--- config.mk ---
export PLATFORM = sky130hd
export DESIGN_NAME = mem_wb_stage
export DESIGN_NICKNAME = d
export VERILOG_FILES = /design/src/rtl/mem_wb_stage_pkg.sv /design/src/rtl/mem_wb_stage_load_extend.sv /design/src/rtl/mem_wb_stage.sv
export SDC_FILE = /design/constraint.sdc
export NUM_CORES = 1
export LEC_CHECK = 0
export BUFFER_PORTS_ARGS = -buffer_cell sky130_fd_sc_hd__buf_2
export CAP_MARGIN = 20
export CORE_AREA = 2 2 154 156
export DETAILED_ROUTE_END_ITERATION = 12
export DIE_AREA = 0 0 156 158
export PLACE_DENSITY_LB_ADDON = 0.25
export SLEW_MARGIN = 10
export SYNTH_ARGS = -nofsm -noshare
export SYNTH_HDL_FRONTEND = slang
export SYNTH_SLANG_ARGS = --single-unit
--- constraint.sdc ---
create_clock -name clk -period 10.9 [get_ports clk]
set_input_delay 3.27 -clock clk [delete_from_list [all_inputs] [get_ports clk]]
set_output_delay 3.27 -clock clk [all_outputs]
set_load 0.02 [all_outputs]
--- src/rtl/mem_wb_stage_pkg.sv ---
// ============================================================================
// Module  : mem_wb_stage_pkg
// Brief   : Opcode/funct3 constants, bubble encoding and FSM states shared by
//           the mem/wb stage and its load extender.
// Rev     : 1.0  initial release
// ============================================================================
`default_nettype none

package mem_wb_stage_pkg;

  localparam logic [31:0] NOP_ENC    = 32'h0000_0013;

  localparam logic [6:0]  OPC_LOAD   = 7'b0000011;
  localparam logic [6:0]  OPC_STORE  = 7'b0100011;
  localparam logic [6:0]  OPC_BRANCH = 7'b1100011;
  localparam logic [6:0]  OPC_JAL    = 7'b1101111;
  localparam logic [6:0]  OPC_JALR   = 7'b1100111;
  localparam logic [6:0]  OPC_CSR    = 7'b1110011;
  localparam logic [6:0]  OPC_OP     = 7'b0110011;
  localparam logic [6:0]  OPC_OPIMM  = 7'b0010011;
  localparam logic [6:0]  OPC_LUI    = 7'b0110111;
  localparam logic [6:0]  OPC_AUIPC  = 7'b0010111;

  localparam logic [2:0]  FNC_LB     = 3'b000;
  localparam logic [2:0]  FNC_LH     = 3'b001;
  localparam logic [2:0]  FNC_LW     = 3'b010;
  localparam logic [2:0]  FNC_LBU    = 3'b100;
  localparam logic [2:0]  FNC_LHU    = 3'b101;

  localparam logic [1:0]  ST_IDLE    = 2'd0;
  localparam logic [1:0]  ST_REQ     = 2'd1;
  localparam logic [1:0]  ST_RESP    = 2'd2;

  function automatic logic writes_rd(input logic [6:0] opc);
    case (opc)
      OPC_OP, OPC_OPIMM, OPC_LUI, OPC_AUIPC,
      OPC_JAL, OPC_JALR, OPC_LOAD, OPC_CSR: return 1'b1;
      default:                              return 1'b0;
    endcase
  endfunction

  // size is funct3[1:0]: 0 byte, 1 half, 2 word
  function automatic logic is_misaligned(input logic [1:0] size, input logic [1:0] off);
    return ((size == 2'd1) && off[0]) || ((size == 2'd2) && (off != 2'd0));
  endfunction

endpackage

`default_nettype wire

--- src/rtl/mem_wb_stage_load_extend.sv ---
// ============================================================================
// Module  : load_extend
// Brief   : Combinational load lane select with sign/zero extension.
// Rev     : 1.0  initial release
// ============================================================================
`default_nettype none

module load_extend
  import mem_wb_stage_pkg::*;
#(
  parameter int XLEN = 32
) (
  input  logic [2:0]      i_funct3,
  input  logic [1:0]      i_offset,
  input  logic [XLEN-1:0] i_word,
  output logic [XLEN-1:0] o_data
);

  logic [7:0]  w_byte;
  logic [15:0] w_half;

  always_comb begin
    w_byte = i_word[7:0];
    case (i_offset)
      2'd0:    w_byte = i_word[7:0];
      2'd1:    w_byte = i_word[15:8];
      2'd2:    w_byte = i_word[23:16];
      default: w_byte = i_word[31:24];
    endcase
    w_half = i_offset[1] ? i_word[31:16] : i_word[15:0];
  end

  always_comb begin
    o_data = i_word;
    case (i_funct3)
      FNC_LB:  o_data = {{(XLEN-8){w_byte[7]}}, w_byte};
      FNC_LH:  o_data = {{(XLEN-16){w_half[15]}}, w_half};
      FNC_LBU: o_data = {{(XLEN-8){1'b0}}, w_byte};
      FNC_LHU: o_data = {{(XLEN-16){1'b0}}, w_half};
      FNC_LW:  o_data = i_word;
      default: o_data = i_word;
    endcase
  end

endmodule

`default_nettype wire

--- src/rtl/mem_wb_stage.sv ---
// ============================================================================
// Module  : mem_wb_stage
// Brief   : Mem/WB pipeline stage: data-cache handshake, load extension and
//           register-file writeback. Optional MEM_MISALIGN_CHECK_EN adds a
//           misaligned-access trap with sticky misalign_err.
// Rev     : 1.0  initial release
// ============================================================================
`default_nettype none

module mem_wb_stage
  import mem_wb_stage_pkg::*;
#(
  parameter int          XLEN     = 32,
  parameter logic [31:0] NOP_INST = NOP_ENC
) (
  input  logic            clk,
  input  logic            reset,
  input  logic [31:0]     x_inst,
  input  logic            x_kill,
  input  logic [XLEN-1:0] x_alu_result,
  input  logic [XLEN-1:0] x_pc_plus4,
  input  logic [XLEN-1:0] x_csr_rdata,
  input  logic [XLEN-1:0] x_store_data,
  input  logic [3:0]      x_mem_wmask,
  input  logic            x_mem_re,
  output logic            cpu_req_valid,
  input  logic            cpu_req_ready,
  output logic [XLEN-3:0] cpu_req_addr,
  output logic [XLEN-1:0] cpu_req_data,
  output logic [3:0]      cpu_req_write,
  input  logic            cpu_resp_valid,
  input  logic [XLEN-1:0] cpu_resp_data,
  output logic            stall,
  output logic            wb_we,
  output logic [4:0]      wb_rd,
  output logic [XLEN-1:0] wb_data,
  output logic [31:0]     mem_wb_inst,
  output logic [31:0]     prev_prev_inst
`ifdef MEM_MISALIGN_CHECK_EN
  ,
  output logic            misalign_err
`endif
);

  logic [1:0]      r_state, w_next_state;
  logic [31:0]     r_inst, r_prev;
  logic [XLEN-1:0] r_alu, r_pc4, r_csr, r_sdata;
  logic [3:0]      r_wmask;
  logic            r_re, r_fresh;

  logic            w_stall, w_cap, w_cap_re, w_cap_mem, w_cap_bad, w_cap_go;
  logic [3:0]      w_cap_wmask;
  logic [6:0]      w_opc;
  logic [XLEN-1:0] w_load_data;

  assign w_stall     = (r_state == ST_REQ) || ((r_state == ST_RESP) && !cpu_resp_valid);
  assign w_cap       = !w_stall;
  assign w_cap_wmask = x_kill ? 4'h0 : x_mem_wmask;
  assign w_cap_re    = !x_kill && x_mem_re;
  assign w_cap_mem   = w_cap_re || (w_cap_wmask != 4'h0);
  assign w_cap_go    = w_cap_mem && !w_cap_bad;

`ifdef MEM_MISALIGN_CHECK_EN
  logic r_misalign;

  assign w_cap_bad    = w_cap_mem && is_misaligned(x_inst[13:12], x_alu_result[1:0]);
  assign misalign_err = r_misalign;

  always_ff @(posedge clk or posedge reset) begin
    if (reset)
      r_misalign <= 1'b0;
    else if (w_cap && w_cap_bad)
      r_misalign <= 1'b1;
  end
`else
  assign w_cap_bad = 1'b0;
`endif

  // Stage registers advance only when the cache is not holding the pipe.
  always_ff @(posedge clk or posedge reset) begin
    if (reset) begin
      r_inst  <= NOP_INST;
      r_prev  <= NOP_INST;
      r_alu   <= '0;
      r_pc4   <= '0;
      r_csr   <= '0;
      r_sdata <= '0;
      r_wmask <= 4'h0;
      r_re    <= 1'b0;
      r_fresh <= 1'b0;
    end else begin
      r_fresh <= w_cap;
      if (w_cap) begin
        r_prev  <= r_inst;
        r_inst  <= x_kill ? NOP_INST : x_inst;
        r_alu   <= x_alu_result;
        r_pc4   <= x_pc_plus4;
        r_csr   <= x_csr_rdata;
        r_sdata <= x_store_data;
        r_wmask <= w_cap_wmask;
        r_re    <= w_cap_re;
      end
    end
  end

  always_ff @(posedge clk or posedge reset) begin
    if (reset)
      r_state <= ST_IDLE;
    else
      r_state <= w_next_state;
  end

  // RESP with a response releases the stall, so a following memory op is
  // captured on that same edge and goes straight to REQ.
  always_comb begin
    w_next_state = r_state;
    case (r_state)
      ST_IDLE: if (w_cap_go)       w_next_state = ST_REQ;
      ST_REQ:  if (cpu_req_ready)  w_next_state = r_re ? ST_RESP : ST_IDLE;
      ST_RESP: if (cpu_resp_valid) w_next_state = w_cap_go ? ST_REQ : ST_IDLE;
      default:                     w_next_state = ST_IDLE;
    endcase
  end

  assign w_opc = r_inst[6:0];

  always_comb begin
    cpu_req_valid = (r_state == ST_REQ);
    stall         = w_stall;
    wb_we         = 1'b0;
    if (writes_rd(w_opc) && (r_inst[11:7] != 5'd0)) begin
      if (w_opc == OPC_LOAD)
        wb_we = (r_state == ST_RESP) && cpu_resp_valid;
      else
        wb_we = r_fresh;
    end
  end

  load_extend #(.XLEN(XLEN)) u_load_extend (
    .i_funct3 (r_inst[14:12]),
    .i_offset (r_alu[1:0]),
    .i_word   (cpu_resp_data),
    .o_data   (w_load_data)
  );

  always_comb begin
    wb_data = r_alu;
    case (w_opc)
      OPC_LOAD:          wb_data = w_load_data;
      OPC_JAL, OPC_JALR: wb_data = r_pc4;
      OPC_CSR:           wb_data = r_csr;
      default:           wb_data = r_alu;
    endcase
  end

  assign cpu_req_addr   = r_alu[XLEN-1:2];
  assign cpu_req_data   = r_sdata;
  assign cpu_req_write  = r_wmask;
  assign wb_rd          = r_inst[11:7];
  assign mem_wb_inst    = r_inst;
  assign prev_prev_inst = r_prev;

endmodule

`default_nettype wire

==> impl_metrics.json, run 1 <==
{
  "status": "finished clean",
  "combPwrFrac": 0.396,
  "drt-initial-drc-count": 735,
  "synth_seq_area_share": 0.540,
  "rsz0062_at_grt": "no",
  "synth_nets": 1297,
  "dp.cells": 1658,
  "max_freq_mhz": 121,
  "worstSetupPathType": "input port to primary output",
  "dp_hpwl_um": 22600,
  "core_area_sq_mm": 0.0231,
  "power_density_mw_per_mm2": 263,
  "max-slew-margin-rel": 0.306,
  "num_rows": 56,
  "first_pass_iters": 7,
  "wl_um": 31900,
  "vias_per_cell": 5.13,
  "numCtsBuffers": 17,
  "avgSynthCellArea_sq_um": 8.48,
  "setup_violations": 0,
  "critPathTopFamily": "compound AO/OA/AOI/OAI gates",
  "ir_drop_mv": 0.115,
  "num_vias": 8692,
  "post-cts-setup-buffers": 0,
  "syn-cell-area_sq_mm": 0.00928,
  "cp-end-kind": "primary output",
  "tns_ns": 0,
  "globalplace.congestion": 0.875,
  "drcViolationCount": 0,
  "power.internal_mw": 1.71,
  "io_buffers": 371,
  "clk_path_buf_depth": 2,
  "clockRootBuffer": "clkbuf_16",
  "ioPinCount": 372,
  "p_sw_mw": 1.35,
  "die_y_um": 158,
  "min_path_type": "flip-flop to flip-flop",
  "finalHoldViolCount": 0,
  "final_nets": 1589,
  "grt_pass1_wl_um": 48100,
  "worst-path-buf-inv": 2,
  "clk_pin_slew_worst_paths_ns": 0.08,
  "grt_overflow": 0,
  "syn_to_final_growth_pct": 25.5,
  "worstMarginPinSlew_ns": 1.04,
  "ant_nets": 0,
  "die_w_um": 156,
  "critPathMaxFanout": 5,
  "hold_path.startpoint": "prev_prev_inst[4]$_DFFE_PP1P_",
  "dieArea_sq_mm": 0.0246,
  "grt_pass1_vias": 8263,
  "period_needed_ns": 8.29,
  "ctsResizeCount": 0,
  "wire_per_inst_um": 18.8,
  "finalClockSkew_ns": 0.0200,
  "cp_data_required_time_ns": 7.63,
  "cp_slowest_cell": "mux4_2",
  "cts_sinks": 200,
  "fin_hold_ws_ns": 0.455,
  "period_share": 0.761,
  "maxSlewViolCount": 0,
  "htree_levels": 4,
  "finalNonFillerCells": 1695,
  "cts_tree": "built",
  "synth-seq-cells": 200,
  "clk_latency_ns": 0.45,
  "cap_violations": 0,
  "crit_top_cell": "buf_2",
  "final_layout_size_suffix_gt1_frac": 0.307,
  "startpoint": "cpu_resp_data[31]",
  "power.leakage_nw": 6.42,
  "syn_inst": 1095,
  "cp-start-kind": "input port",
  "reg2reg_from": "r_state[0]$_DFFE_PP0P_",
  "initial_utilization": 0.403,
  "slowest_delay_ns": 0.52,
  "grt_max_degree": 141,
  "p_seq_frac": 0.385,
  "yosys.cell_types.count": 47,
  "grt_use_total": 0.256,
  "hold_buffers": 0,
  "p_clk_frac": 0.218,
  "cp_cell_sequence": "buf_2 > mux4_2 > a211oi_2 > nor2_1 > a221o_1 > buf_2",
  "antenna_found_initial": 4,
  "synth_warnings": 0,
  "fillCellCount": 2314,
  "p_sw_frac": 0.440,
  "cp.arrival_ns": 5.02
}
power by group through the flow:
stage / Sequential, mW / Clock (mW) / Combinational, mW
6_report: 1.18 / 0.668 / 1.21
3_5_place_dp: 1.19 / 0 / 1.22
5_1_grt: 1.21 / 0.711 / 1.33
3_3_place_gp: 1.18 / 0 / 1.20
2_1_floorplan: 1.29 / 0 / 0.718
4_1_cts: 1.18 / 0.678 / 1.22
final timing paths:
kind / end / slack (ns) / depth (start not counted)
worst min register to register: prev_prev_inst[4]$_DFFE_PP1P_ / 0.46 / 2
worst max-delay path: wb_data[8] / 2.61 / 6
worst max register to register: mem_wb_inst[0]$_DFFE_PP1P_ / 7.92 / 6
min in group asynchronous: cpu_req_data[15]$_DFFE_PP0P_ / 3.06 / 2
worst min-delay path: prev_prev_inst[4]$_DFFE_PP1P_ / 0.46 / 2
max in group asynchronous: r_csr[29]$_DFFE_PP0P_ / 6.42 / 3
routing by layer:
metal	GRT usage	wire length [um]	vias up
met4	0.0869	741	0
met5	0	0	-
li1	-	-	4122
met2	0.412	15100	365
met1	0.331	13400	4168
met3	0.0802	2690	37
synth_stat cells (all sizes together):
| cell | instances | share of area |
|---|---|---|
| a2bb2oi | 5 | 0.0047 |
| o22ai | 9 | 0.0061 |
| nand4b | 1 | 0.00094 |
| o211ai | 23 | 0.019 |
| mux2i | 11 | 0.012 |
| nand3 | 25 | 0.013 |
| mux4 | 1 | 0.0024 |
| a21o | 1 | 0.00081 |
| or2 | 2 | 0.0013 |
| a221oi | 1 | 0.00094 |
| and3 | 1 | 0.00067 |
| a211oi | 1 | 0.0013 |
| a22o | 8 | 0.0076 |
| mux2 | 1 | 0.0012 |
| inv | 6 | 0.0024 |
| or3 | 7 | 0.0053 |
| a22oi | 24 | 0.019 |
| or4 | 1 | 0.00081 |
| nand4bb | 1 | 0.0012 |
| a221o | 6 | 0.0065 |
| a2111oi | 2 | 0.0019 |
| dfrtp | 194 | 0.52 |
| clkbuf | 40 | 0.016 |
| or4b | 1 | 0.0011 |
| nor3 | 1 | 0.00054 |
| o21ai | 36 | 0.019 |
| dfstp | 6 | 0.017 |
| nor2 | 9 | 0.0036 |
| o21a | 1 | 0.00081 |
| a21oi | 9 | 0.0049 |
| nor2b | 2 | 0.0013 |
| clkinv | 1 | 0.00040 |
| a211o | 2 | 0.0019 |
| nand2b | 4 | 0.0027 |
| nand2 | 550 | 0.22 |
| nor4 | 1 | 0.00067 |
| and2 | 1 | 0.00094 |
| buf | 64 | 0.044 |
| nand3b | 34 | 0.028 |
| o221ai | 2 | 0.0019 |
area by class of cell:
type,instances,area [sq um],share of cell area
flip-flops and latches,200,5010,0.430
multi-input cells,784,3700,0.318
repair buffers,377,1900,0.163
clock buffers,18,439,0.0377
well taps,290,363,0.0311
clock inverters,14,178,0.0153
inverters,7,38.8,0.00333
diodes,5,12.5,0.00107
state kept, by name, summed over array words and instances, names as in the netlist:
| register | flops |
|---|---|
| r_fresh | 1 |
| mem_wb_inst | 32 |
| cpu_req_write | 4 |
| prev_prev_inst | 32 |
| cpu_req_data | 32 |
| r_re | 1 |
| r_alu | 32 |
| r_pc4 | 32 |
| r_state | 2 |
| r_csr | 32 |
worst min-delay path: cells and delay by family, from the launching register on:
| family | cells | cell delay, ns |
|---|---|---|
| flops | 1 | 0.37 |
| simple gates | 2 | 0.09 |
kinds of logic after synthesis:
family / count (synthesis) / synth area share
AND/OR/NAND/NOR: 641 / 0.285
flip-flops: 200 / 0.540
AO/OA/AOI/OAI: 130 / 0.0967
buffers and inverters: 111 / 0.0631
multiplexers: 13 / 0.0155
metrics by stage:
step	power, mW	util	cell area (sq um)	setup WS [ns]
global route	3.26	0.505	11600	2.57
CTS	3.08	0.505	11600	2.42
floorplan	2.01	-	9280	2.19
detailed placement	2.41	0.478	11000	2.42
finish	3.06	0.505	11600	2.61
global placement	2.39	0.478	11000	2.63
cell usage in the layout (no fill, tap or decap), drive strengths merged, types with 2 or more instances in the layout:
cell type / netlist / routed
nand2: 550 / 550
buf: 64 / 377
dfrtp: 194 / 194
o21ai: 36 / 36
nand3b: 34 / 34
nand3: 25 / 25
a22oi: 24 / 24
o211ai: 23 / 23
clkbuf: 40 / 18
inv: 6 / 14
mux2i: 11 / 11
o22ai: 9 / 9
a21oi: 9 / 9
nor2: 9 / 9
a22o: 8 / 8
or3: 7 / 7
a221o: 6 / 6
dfstp: 6 / 6
clkinv: 1 / 6
diode: 0 / 5
a2bb2oi: 5 / 5
nand2b: 4 / 4
nor2b: 2 / 2
or2: 2 / 2
o221ai: 2 / 2
a2111oi: 2 / 2
a211o: 2 / 2
Power figures use the tool's default switching activity.
==> run 2, diff against run 1 <==
==> constraint.sdc (replaced) <==
create_clock -name clk -period 7.8 [get_ports clk]
set_input_delay 2.34 -clock clk [delete_from_list [all_inputs] [get_ports clk]]
set_output_delay 2.34 -clock clk [all_outputs]
set_load 0.02 [all_outputs]
==> impl_metrics.json, run 2 (synthesis gave the netlist of run 1 again) <==
{
  "ioPinCount": 372,
  "globalplace.congestion": 0.880,
  "cp.arrival_ns": 4.08,
  "dp_hpwl_um": 22200,
  "core_area_sq_mm": 0.0231,
  "wl_um": 31700,
  "initial_utilization": 0.403,
  "ant_nets": 0,
  "numCtsBuffers": 17,
  "clk_latency_ns": 0.43,
  "finalHoldViolCount": 0,
  "final_nets": 1593,
  "tns_ns": 0,
  "num_vias": 8632,
  "num_rows": 56,
  "power_density_mw_per_mm2": 367,
  "critPathMaxFanout": 5,
  "maxSlewViolCount": 0,
  "grt_pass1_wl_um": 47100,
  "ir_drop_mv": 0.165,
  "grt_overflow": 0,
  "clockRootBuffer": "clkbuf_16",
  "die_y_um": 158,
  "hold_buffers": 0,
  "cap_violations": 0,
  "setup_violations": 0,
  "rsz0062_at_grt": "no",
  "cp_slowest_cell": "mux4_2",
  "power.leakage_nw": 6.44,
  "syn_to_final_growth_pct": 26.2,
  "multi_input_area_sq_mm": 0.00370,
  "cp_data_required_time_ns": 5.46,
  "status": "finished clean",
  "first_pass_iters": 7,
  "cp_cell_sequence": "buf_2 > mux4_2 > a211oi_2 > nor2_1 > a221o_1 > buf_2",
  "worstSetupPathType": "input port to primary output",
  "clk_path_buf_depth": 2,
  "cts_tree": "built",
  "final_cell_mix": "nand2_1, buf_2, dfrtp_1",
  "antenna_found_initial": 3,
  "ctsResizeCount": 0,
  "drt-initial-drc-count": 639,
  "crit_top_cell": "buf_2",
  "min_path_type": "flip-flop to flip-flop",
  "grt_max_degree": 142,
  "cp-start-kind": "input port",
  "period_needed_ns": 6.42,
  "total_power_mw": 4.30,
  "post-cts-setup-buffers": 0,
  "grt_pass1_vias": 8301,
  "cp-end-kind": "primary output",
  "max-slew-margin-rel": 0.268,
  "cts_sinks": 200,
  "final_layout_size_suffix_gt1_frac": 0.308,
  "layout_commonest_cell": "nand2_1",
  "period_share": 0.823,
  "finalClockSkew_ns": 0.0140,
  "fillCellCount": 2235,
  "fin_hold_ws_ns": 0.460,
  "regArea_sq_mm": 0.00501,
  "clk_pin_slew_worst_paths_ns": 0.09,
  "worstMarginPinSlew_ns": 1.10,
  "drcViolationCount": 0,
  "dieArea_sq_mm": 0.0246,
  "wire_per_inst_um": 18.7,
  "die_w_um": 156,
  "max_freq_mhz": 156,
  "slowest_delay_ns": 0.51,
  "vias_per_cell": 5.08,
  "post-route-util": 0.508,
  "io_buffers": 371,
  "grt_use_total": 0.253,
  "htree_levels": 4
}
-- run 2: where the power goes --
| part | switching [mW] | internal, mW |
|---|---|---|
| Combinational | 1.18 | 0.543 |
| Clock | 0.489 | 0.451 |
| Sequential | 0.242 | 1.39 |
| Total | 1.91 | 2.38 |
-- run 2: cell type report --
type / instances / area share
Sequential cell: 200 / 0.428
Multi-Input combinational cell: 784 / 0.316
Timing Repair Buffer: 381 / 0.166
Clock buffer: 17 / 0.0363
Tap cell: 290 / 0.0310
Clock inverter: 15 / 0.0180
Inverter: 7 / 0.00331
Antenna cell: 5 / 0.00107
-- run 2: final timing paths --
path                                               start                        endpoint  slack, ns  depth (start not counted)
min                        prev_prev_inst[4]$_DFFE_PP1P_   prev_prev_inst[4]$_DFFE_PP1P_       0.46                          2
max reg2reg                       r_state[0]$_DFFE_PP0P_     mem_wb_inst[12]$_DFFE_PP0P_       4.69                          6
max in group asynchronous                          reset  prev_prev_inst[28]$_DFFE_PP0P_       4.13                          3
min reg2reg                prev_prev_inst[4]$_DFFE_PP1P_   prev_prev_inst[4]$_DFFE_PP1P_       0.46                          2
min in group asynchronous                          reset    cpu_req_data[21]$_DFFE_PP0P_       2.03                          2
max                                    cpu_resp_data[31]                      wb_data[8]       1.38                          6
-- run 2: critical path, delay by kind of cell --
| family | cells | cell delay, ns |
|---|---|---|
| multiplexers | 1 | 0.51 |
| AO/OA/AOI/OAI | 2 | 0.75 |
| AND/OR/NAND/NOR | 1 | 0.19 |
| buffers and inverters | 2 | 0.27 |
-- run 2: through the flow --
stage	std cells	setup slack, ns	cell area [sq um]
final	1699	1.38	11700
after global routing	1695	1.36	11700
after CTS	1693	1.39	11700
after detailed placement	1661	1.41	11000
after global placement	1661	1.43	11000
after floorplan	1095	0.0159	9280
-- run 2: routing by layer --
| layer | part of all wire | vias to the layer above | track usage |
|---|---|---|---|
| met4 | 0.017 | 0 | 0.0743 |
| met5 | 0 | - | 0 |
| met1 | 0.42 | 4088 | 0.329 |
| met3 | 0.090 | 33 | 0.0766 |
| met2 | 0.47 | 382 | 0.408 |
| li1 | - | 4129 | - |
